==> src/rtl/hazard_ctrl.sv <==
// ---------------------------------------------------------------------------
// hazard_ctrl
//
// Hazard, forwarding and stall/flush controller for the five-stage MIPS core
// (F, D, E, M, W). This block is the only source of pipeline-register holds
// and bubbles. It also supervises the variable-latency data-memory access.
//
// Parameters
//   MEM_TIMEOUT  maximum stalled cycles for one data-memory access before the
//                pipeline is forcibly released (must be >= 2)
//   CNT_W        width of the saturating stall-cycle counter
//
// Ports
//   clk                         core clock, all state on the rising edge
//   rst                         asynchronous, active-low reset
//   rsD, rtD                    source registers of the instruction in D
//   rsE, rtE                    source registers of the instruction in E
//   writeRegE/M/W               destination register per stage
//   regWeE/M/W                  register-file write enable per stage
//   memToRegE, memToRegM        instruction in that stage is a load
//   branchD                     D instruction compares rs/rt (beq, bne, jr)
//   redirectD                   D resolved a taken branch/j/jal/jr
//   memReqM                     load/store in M is accessing data memory
//   dmemAck                     data memory completes the access this cycle
//   stallF/D/E/M                hold the pipeline register of that stage
//   flushD/E/W                  load a bubble into that stage register
//   fwdAE, fwdBE                E operand select: 00 regfile, 01 W result,
//                               10 M ALU result
//   fwdAD, fwdBD                D compare operand taken from the M ALU result
//   memErr                      sticky: a data-memory access timed out
//   stallCount                  cycles with stallF=1, saturating at all-ones
//   dbgState                    current FSM state (0 = RUN, 1 = MEM_WAIT)
//
// Memory handshake: memReqM acts as "valid" and dmemAck as "ready". An access
// completes in the cycle where both are high. While memReqM is high without
// dmemAck the whole pipeline is frozen, up to MEM_TIMEOUT cycles. After that
// the access is abandoned, memErr is set and the pipeline moves again.
// ---------------------------------------------------------------------------
module hazard_ctrl #(
    parameter int MEM_TIMEOUT = 16,
    parameter int CNT_W       = 32
) (
    input  logic             clk,
    input  logic             rst,
    input  logic [4:0]       rsD,
    input  logic [4:0]       rtD,
    input  logic [4:0]       rsE,
    input  logic [4:0]       rtE,
    input  logic [4:0]       writeRegE,
    input  logic [4:0]       writeRegM,
    input  logic [4:0]       writeRegW,
    input  logic             regWeE,
    input  logic             regWeM,
    input  logic             regWeW,
    input  logic             memToRegE,
    input  logic             memToRegM,
    input  logic             branchD,
    input  logic             redirectD,
    input  logic             memReqM,
    input  logic             dmemAck,
    output logic             stallF,
    output logic             stallD,
    output logic             stallE,
    output logic             stallM,
    output logic             flushD,
    output logic             flushE,
    output logic             flushW,
    output logic [1:0]       fwdAE,
    output logic [1:0]       fwdBE,
    output logic             fwdAD,
    output logic             fwdBD,
    output logic             memErr,
    output logic [CNT_W-1:0] stallCount,
    output logic             dbgState
);

    localparam int                WAIT_W      = $clog2(MEM_TIMEOUT + 1);
    localparam logic [WAIT_W-1:0] TIMEOUT_VAL = WAIT_W'(MEM_TIMEOUT);
    localparam logic [WAIT_W-1:0] WAIT_ONE    = WAIT_W'(1);

    typedef enum logic {
        RUN      = 1'b0,
        MEM_WAIT = 1'b1
    } state_t;

    state_t            state;
    state_t            state_nxt;
    logic [WAIT_W-1:0] wait_cnt;
    logic [WAIT_W-1:0] wait_cnt_nxt;
    logic              mem_err_nxt;

    logic              timeout_hit;
    logic              mem_stall;
    logic              load_use;
    logic              branch_stall;
    logic              haz_stall;

    // A producer matches a consumer only when it writes a real register;
    // $0 is hard-wired to zero and never creates a dependency.
    function automatic logic reg_hit(input logic [4:0] dst, input logic [4:0] src);
        return (dst != 5'd0) && (dst == src);
    endfunction

    // ---------------------------------------------------------------------
    // Operand forwarding. M is younger than W, so M wins when both match.
    // ---------------------------------------------------------------------
    always_comb begin
        fwdAE = 2'b00;
        if (regWeM && reg_hit(writeRegM, rsE)) begin
            fwdAE = 2'b10;
        end else if (regWeW && reg_hit(writeRegW, rsE)) begin
            fwdAE = 2'b01;
        end

        fwdBE = 2'b00;
        if (regWeM && reg_hit(writeRegM, rtE)) begin
            fwdBE = 2'b10;
        end else if (regWeW && reg_hit(writeRegW, rtE)) begin
            fwdBE = 2'b01;
        end
    end

    // Branch comparison in D can only take an already computed ALU result
    // from M. W results reach D through the register file write-first path.
    assign fwdAD = regWeM && reg_hit(writeRegM, rsD);
    assign fwdBD = regWeM && reg_hit(writeRegM, rtD);

    // ---------------------------------------------------------------------
    // Hazard detection
    // ---------------------------------------------------------------------
    // A load in E has no data until after M, so a dependent D instruction
    // waits one cycle. The bubble in E lets the load move to M, and the
    // value then reaches E through the W forwarding path.
    assign load_use = memToRegE && regWeE &&
                      (reg_hit(writeRegE, rsD) || reg_hit(writeRegE, rtD));

    // A branch compares in D. It must wait while its operand is still being
    // computed in E, or while a load that produces it is still in M.
    assign branch_stall = branchD &&
                          ((regWeE && (reg_hit(writeRegE, rsD) || reg_hit(writeRegE, rtD))) ||
                           (memToRegM && (reg_hit(writeRegM, rsD) || reg_hit(writeRegM, rtD))));

    assign haz_stall = load_use || branch_stall;

    // ---------------------------------------------------------------------
    // Data-memory wait supervision
    // ---------------------------------------------------------------------
    // wait_cnt counts the cycles already stalled for the current access.
    // When it reaches MEM_TIMEOUT, the access is released even without an ack.
    assign timeout_hit = (state == MEM_WAIT) && (wait_cnt == TIMEOUT_VAL);
    assign mem_stall   = memReqM && !dmemAck && !timeout_hit;

    always_ff @(posedge clk or negedge rst) begin
        if (!rst) begin
            state    <= RUN;
            wait_cnt <= '0;
            memErr   <= 1'b0;
        end else begin
            state    <= state_nxt;
            wait_cnt <= wait_cnt_nxt;
            memErr   <= mem_err_nxt;
        end
    end

    always_comb begin
        state_nxt    = state;
        wait_cnt_nxt = wait_cnt;
        mem_err_nxt  = memErr;

        case (state)
            RUN: begin
                if (mem_stall) begin
                    state_nxt    = MEM_WAIT;
                    wait_cnt_nxt = WAIT_ONE;
                end
            end
            MEM_WAIT: begin
                if (dmemAck || !memReqM) begin
                    state_nxt    = RUN;
                    wait_cnt_nxt = '0;
                end else if (timeout_hit) begin
                    // The release cycle itself is not stalled. The error is
                    // recorded on the edge that ends it.
                    mem_err_nxt  = 1'b1;
                    state_nxt    = RUN;
                    wait_cnt_nxt = '0;
                end else begin
                    wait_cnt_nxt = wait_cnt + WAIT_ONE;
                end
            end
            default: begin
                state_nxt    = RUN;
                wait_cnt_nxt = '0;
            end
        endcase
    end

    assign dbgState = state;

    // ---------------------------------------------------------------------
    // Stall / flush strobes, in priority order
    // ---------------------------------------------------------------------
    always_comb begin
        stallF = 1'b0;
        stallD = 1'b0;
        stallE = 1'b0;
        stallM = 1'b0;
        flushD = 1'b0;
        flushE = 1'b0;
        flushW = 1'b0;

        if (mem_stall) begin
            // The whole front of the pipe is frozen behind M. W receives a
            // bubble so the stalled M instruction does not retire twice.
            // Any pending D hazard is re-evaluated after the release.
            stallF = 1'b1;
            stallD = 1'b1;
            stallE = 1'b1;
            stallM = 1'b1;
            flushW = 1'b1;
        end else if (haz_stall) begin
            stallF = 1'b1;
            stallD = 1'b1;
            flushE = 1'b1;
        end else if (redirectD) begin
            // No delay slot: the sequential fetch behind a taken redirect is
            // squashed. During a stall D is held, so the redirect is seen
            // again once the stall clears.
            flushD = 1'b1;
        end
    end

    // ---------------------------------------------------------------------
    // Saturating stall-cycle counter
    // ---------------------------------------------------------------------
    always_ff @(posedge clk or negedge rst) begin
        if (!rst) begin
            stallCount <= '0;
        end else if (stallF && (stallCount != {CNT_W{1'b1}})) begin
            stallCount <= stallCount + CNT_W'(1);
        end
    end

endmodule

==> config.mk <==
export PLATFORM = sky130hd
export DESIGN_NAME = hazard_ctrl
export DESIGN_NICKNAME = d
export VERILOG_FILES = /design/src/rtl/hazard_ctrl.sv
export SDC_FILE = /design/constraint.sdc
export NUM_CORES = 1
export LEC_CHECK = 0
export BUFFER_PORTS_ARGS = -buffer_cell sky130_fd_sc_hd__buf_2
export CAP_MARGIN = 15
export CELL_PAD_IN_SITES_DETAIL_PLACEMENT = 1
export CELL_PAD_IN_SITES_GLOBAL_PLACEMENT = 1
export CORE_ASPECT_RATIO = 0.9
export CORE_MARGIN = 2
export CORE_UTILIZATION = 40
export DETAILED_ROUTE_END_ITERATION = 8
export GPL_ROUTABILITY_DRIVEN = 0
export PLACE_DENSITY = 0.93
export SYNTH_ARGS = -nofsm -noshare
export SYNTH_HDL_FRONTEND = slang
export SYNTH_SLANG_ARGS = --single-unit
==> constraint.sdc <==
create_clock -name clk -period 3.7 [get_ports clk]
set_input_delay 0.185 -clock clk [delete_from_list [all_inputs] [get_ports clk]]
set_output_delay 0.185 -clock clk [all_outputs]
set_load 0.02 [all_outputs]
-- After elaboration in Yosys (flattened, before gate mapping)
Cells that the tools add are included.
- output and inout bits: 47
- word-level logic and storage cells: 72
- register bits after elaboration: 39
- bits of input ports: 46
- reduce and logical (&&, ||, !) cells: 35
- equal/unequal tests: 11
- bitwise gates (word level): 2
- add/subtract/negate cells: 2
- multiplexer cells: 18
- operators with widths (kind ; count):
    == test 5 bit ; 8
    adder 32 x 1 -> 32 bit, second input constant ; 1
    != test 32 bit, second input constant ; 1
    logical AND 1 bit ; 23
    two-way mux 5 bit ; 3
    nonzero test 5 bit ; 3
    two-way mux 1 bit ; 11
    one-hot mux 5 bit (2 select lines) ; 1
    adder 5 x 1 -> 5 bit, second input constant ; 1
    == test 5 bit, second input constant ; 1
    logical OR 1 bit ; 5
    two-way mux 2 bit ; 2
    zero test 1 bit ; 3
    AND reduction 3 bit ; 1
    != test 2 bit, second input constant ; 1
    inverter 1 bit ; 2
    one-hot mux 1 bit (2 select lines) ; 1

-- Logic depth before layout (Yosys ltp)
- depth in word-level cells: 10
- gate-level depth with buffers: 11
- mapped depth without buffers: 9

-- Least setup slack after synthesis
Ideal clock, no wire load.
- kind: register to register
- start point: reg wait_cnt[0]
- end point: reg stallCount[30]
- clock period less this slack: 2265 ps
- stages on the path, launching flop included: 12
- arrival time: 2137 ps
- buffers on the path: 2
- path slack: 1435 ps
- required time: 3572 ps
- path through: dfrtp_1 inv_1 ha_1 nand4b_1 nor2_1 nor2b_1 clkbuf_1 and3b_4 buf_6 inv_2 nand3_1 mux2_1
- word-level cells in the longest chain between the ends: 6
- ends and longest elaborated chain (element ; line ; source):
    from (decl) ; 88 ; logic [WAIT_W-1:0] wait_cnt;
    from (signal assigned) ; 160 ; wait_cnt <= wait_cnt_nxt;
    == test 5 bit ; 150 ; assign timeout_hit = (state == MEM_WAIT) && (wait_cnt == TIMEOUT_VAL);
    logical AND 1 bit ; 150 ;
    zero test 1 bit ; 151 ; assign mem_stall = memReqM && !dmemAck && !timeout_hit;
    logical AND 1 bit ; 151 ;
    two-way mux 1 bit ; - ;
    net stallD ; 62 ; output logic stallD,
    logical AND 1 bit ; 239 ; end else if (stallF && (stallCount != {CNT_W{1'b1}})) begin
    to (signal assigned) ; 240 ; stallCount <= stallCount + CNT_W'(1);
    to (decl) ; 73 ; output logic [CNT_W-1:0] stallCount,
The timed path passes the listed nets, and every way through them passes these cells.
A chain may end at the register's enable or synchronous reset.

-- Worst setup path in the final report
- start point: reg wait_cnt[0]
- end point: out flushD
- word-level cells in the longest chain between the ends: 5
- ends and longest elaborated chain (element ; line ; source):
    == test 5 bit ; 150 ;
    logical AND 1 bit ; 150 ;
    zero test 1 bit ; 151 ;
    logical AND 1 bit ; 151 ;
    two-way mux 1 bit ; 212 ; if (mem_stall) begin
    to (decl) ; 65 ; output logic flushD,
Every way passes these cells.

==> out/summary.log <==
INFO  status         run_status=finished, violations left
INFO  status         failed_checks=negative hold slack
INFO  placed_design  detailedPlacementHpwl=5410um
INFO  logic_synthesis ys_types=37
INFO  worst_setup_path max_fanout_on_critical_path=29
INFO  placed_design  placed_cell_area=3070squm
INFO  logic_synthesis synth.top_cell.area_share=37.5%
INFO  sta            hold_viol_final=1
INFO  sta            fmax=0.390GHz
INFO  logic_synthesis synth_top_family_by_area=simple AND/OR/NAND/NOR gates
INFO  clocking       cts_hold_buf=0
INFO  worst_setup_path cp.required=3.51ns
INFO  clocking       cts_buf_count=5
INFO  global_route   overflow=0
INFO  floorplanning  die_x=89.1um
INFO  power          pwr-share-seq=47.9%
INFO  logic_synthesis synth_compound_area_share=2.88%
INFO  floorplanning  initial_cell_density_of_the_core=41.9%
INFO  worst_setup_path worst_setup_ep_type=primary output
INFO  worst_setup_path crit_path_cell_trace=inv_1 > ha_1 > nand4b_1 > nor2_1 > nor2b_1 > and3b_4 > and2_1 > buf_2
INFO  floorplanning  core-area=6220squm
INFO  floorplanning  floorplan.io_pins=93
INFO  logic_synthesis async_reset_ff_share=100%
INFO  logic_synthesis synth.most_common_cell=xor2_1
INFO  logic_synthesis ys_top_cells_by_area=dfrtp_1 37%, xor2_1 17%, xnor2_1 6.1%
INFO  clocking       post_cts.resized_instances=0
INFO  worst_setup_path worst-r2r-setup-slack=1.29ns
INFO  worst_setup_path critical_path.top_delay_family=simple AND/OR/NAND/NOR gates
INFO  worst_setup_path critPathMaxStageDelay=0.61ns
INFO  sta            final_min_period_over_clock_period=69.4%
INFO  power          leakagePower=1.59nW
INFO  logic_synthesis synthTopCellsByCount=52 x xor2_1, 39 x dfrtp_1, 30 x nand3_1
INFO  logic_synthesis post_synth_xor_area_fraction=23.5%
INFO  power          combPwrFrac=28.8%
INFO  sta            timing.setup.tns=0ns
INFO  worst_setup_path critPathSlowestCell=and3b_4
INFO  route          route.final.wire_length=6710um
INFO  power          p_int=0.000737W
INFO  worst_setup_path crit_arrival=2.38ns
INFO  logic_synthesis muxShareOfSynthArea=1.30%
INFO  final_layout   areaGrowthSynthToFinish=20.8%
INFO  clocking       clkLatencyLatePin=0.29ns
INFO  logic_synthesis ys.flop_type=dfrtp_1
INFO  global_route   grt_max_degree=40
INFO  final_layout   num-fill-cells=756
INFO  floorplanning  placementRows=27
INFO  worst_setup_path setup_crit_path_kind=reg -> out
INFO  logic_synthesis synth_seq_area_share=37.5%
INFO  hold_path      tightest_hold_check_type=in -> async
INFO  clocking       clockRootBuffer=clkbuf_8
INFO  clocking       cts_max_level=2
INFO  sta            finalHoldWorstSlack=-0.00138ns
INFO  power          power.share.switching=36.2%
INFO  power          worst_ir_drop_vdd=0.156mV
INFO  sta            setup_viol=0
INFO  placed_design  placement.io_buffers=92
INFO  final_layout   design_area=3150squm
INFO  run            drv_cap=0
INFO  sta            timing.clock.skew=0.00611ns
INFO  logic_synthesis postSynthRegisterBits=39
INFO  logic_synthesis yosys.area_share.simple=28.8%
INFO  final_layout   layout_cells_sized_above_1=32.9%
INFO  worst_setup_path total_buffers_and_inverters_traversed_by_the_critical_path=2
INFO  floorplanning  die_height=80.6um
INFO  route          first_pass_iters=4
INFO  route          vias=2295
INFO  final_layout   final_util=50.6%
INFO  final_layout   num_antenna_cells=0
INFO  sta            maxSlewViolCount=0
INFO  clocking       clk_pin_slew_worst_paths=0.07ns
INFO  sta            rsz0062_at_grt=no
INFO  global_route   grt_pass1_vias=2404
INFO  route          route.detailed.vias_per_inst=5.22
INFO  route          detail_route.wl_per_cell=15.2um
INFO  logic_synthesis number_of_enable_type_register_cells_in_the_synthesized_netlist=0
INFO  logic_synthesis yosysWarningCount=0
INFO  route          remaining_drc_errors=0
INFO  logic_synthesis netlist_instances=269
INFO  logic_synthesis post_synth_fa_ha_maj_area_fraction=1.44%
INFO  clocking       clock_tree_from_tritoncts=done
INFO  logic_synthesis synthesis.area=2600squm
INFO  final_layout   finish.net_count=403
INFO  floorplanning  die_area=7180squm
INFO  final_layout   register_area=976squm
INFO  route          detail_route.iter0.violations=115
INFO  sta            worst-slew-pin-transition=0.872ns
INFO  power          clock_power_share=23.3%
INFO  sta            fin_crit=2.57ns
INFO  final_layout   area_occupied_by_multi_input_gates=1510squm
INFO  logic_synthesis synth.avg_cell_area=9.68squm
INFO  power          finalPower=0.00116W
INFO  clocking       cts.path.max_buffers=2
INFO  clocking       clkSinkCount=39
INFO  logic_synthesis postSynthNetCount=318
INFO  global_route   gr-usage-all-layers=20.1%
INFO  power          power_per_cell_area=367nW/um^2
INFO  power          netSwitchingPower=0.000418W
INFO  route          route.antenna.remaining_nets=0
INFO  sta            slew_headroom=41.9%
INFO  global_route   antenna_found_initial=0
INFO  logic_synthesis synthDominantAreaCellType=dfrtp_1
INFO  worst_setup_path element_type_at_the_critical_path_start=register
INFO  global_route   grt_pass1_wl=11300um
INFO  clocking       post_cts.repair.setup_buffers=0
-- per-layer routing --
| layer | vias up | wire [um] | GRT usage, % |
|---|---|---|---|
| li1 | 1099 | - | - |
| met1 | 1103 | 2800 | 23.7 |
| met2 | 86 | 3340 | 35.7 |
| met3 | 7 | 494 | 5.76 |
| met4 | 0 | 74 | 4.78 |
| met5 | - | 0 | 0 |
-- worst paths after layout --
| kind | startpoint | cells after the start | endpoint |
|---|---|---|---|
| hold / removal | rst | 1 | stallCount[29]$_DFFE_PN0P_ |
| min in group clk | dmemAck | 4 | wait_cnt[1]$_DFFE_PN0P_ |
| setup reg to reg | wait_cnt[0]$_DFFE_PN0P_ | 9 | stallCount[30]$_DFFE_PN0P_ |
| hold reg to reg | memErr$_DFFE_PN0P_ | 1 | memErr$_DFFE_PN0P_ |
| max in group asynchronous | rst | 1 | stallCount[11]$_DFFE_PN0P_ |
| setup / recovery | wait_cnt[0]$_DFFE_PN0P_ | 8 | flushD |
-- power groups by stage --
| stage | combinational (W) | sequential (W) | clock (W) |
|---|---|---|---|
| 2_1_floorplan | 0.000147 | 0.000615 | 0 |
| 3_3_place_gp | 0.000327 | 0.000555 | 0 |
| 3_5_place_dp | 0.000338 | 0.000562 | 0 |
| 4_1_cts | 0.000340 | 0.000554 | 0.000276 |
| 5_1_grt | 0.000369 | 0.000567 | 0.000296 |
| 6_report | 0.000333 | 0.000553 | 0.000269 |
-- flip-flops by register name, summed over array words and instances, names as in the netlist --
name / cells
memErr: 1
stallCount: 32
dbgState: 1
wait_cnt: 5
-- cell usage in the layout, fill, tap and decap left out, drive strengths merged --
cell type,n
a21o,3
a21oi,2
and2,2
and3,8
and3b,1
and4,3
buf,93
clkbuf,6
dfrtp,39
ha,3
inv,3
mux2,3
nand2,13
nand2b,1
nand3,31
nand4,7
nand4b,1
nor2,18
nor2b,3
nor3,21
nor4,10
nor4b,1
o21ai,7
o31ai,1
or4,3
xnor2,18
xor2,52
-- cell type report --
cell class              instances  area share (%)
clock buffers                   6            2.31
inverters                       3           0.358
multi-input cells             212            48.0
flip-flops and latches         39            31.0
well taps                      87            3.46
repair buffers                 93            14.9
-- per-stage QoR --
| step | std cells | worst slack (ns) |
|---|---|---|
| floorplan | 269 | 1.43 |
| global placement | 434 | 1.43 |
| detailed placement | 434 | 1.29 |
| CTS | 440 | 1.13 |
| global route | 440 | 0.963 |
| finish | 440 | 1.13 |
-- kinds of logic after synthesis --
family / Yosys count
DFF: 39
and+or+nand+nor: 123
xor gates and xnor gates: 70
buffers and inverters: 18
muxes: 3
adders and majority gates: 3
AOI/OAI and AO/OA: 13
-- worst register-to-register path: stages, from the launching register on --
cell and delay (ns):
dfrtp_1 0.40, inv_1 0.11, ha_1 0.15, nand4b_1 0.10, nor2_1 0.19, nor2b_1 0.17
and3b_4 0.61, inv_2 0.14, nand3_1 0.10, mux2_1 0.32
Note: power is estimated with default switching activity, not from simulation.
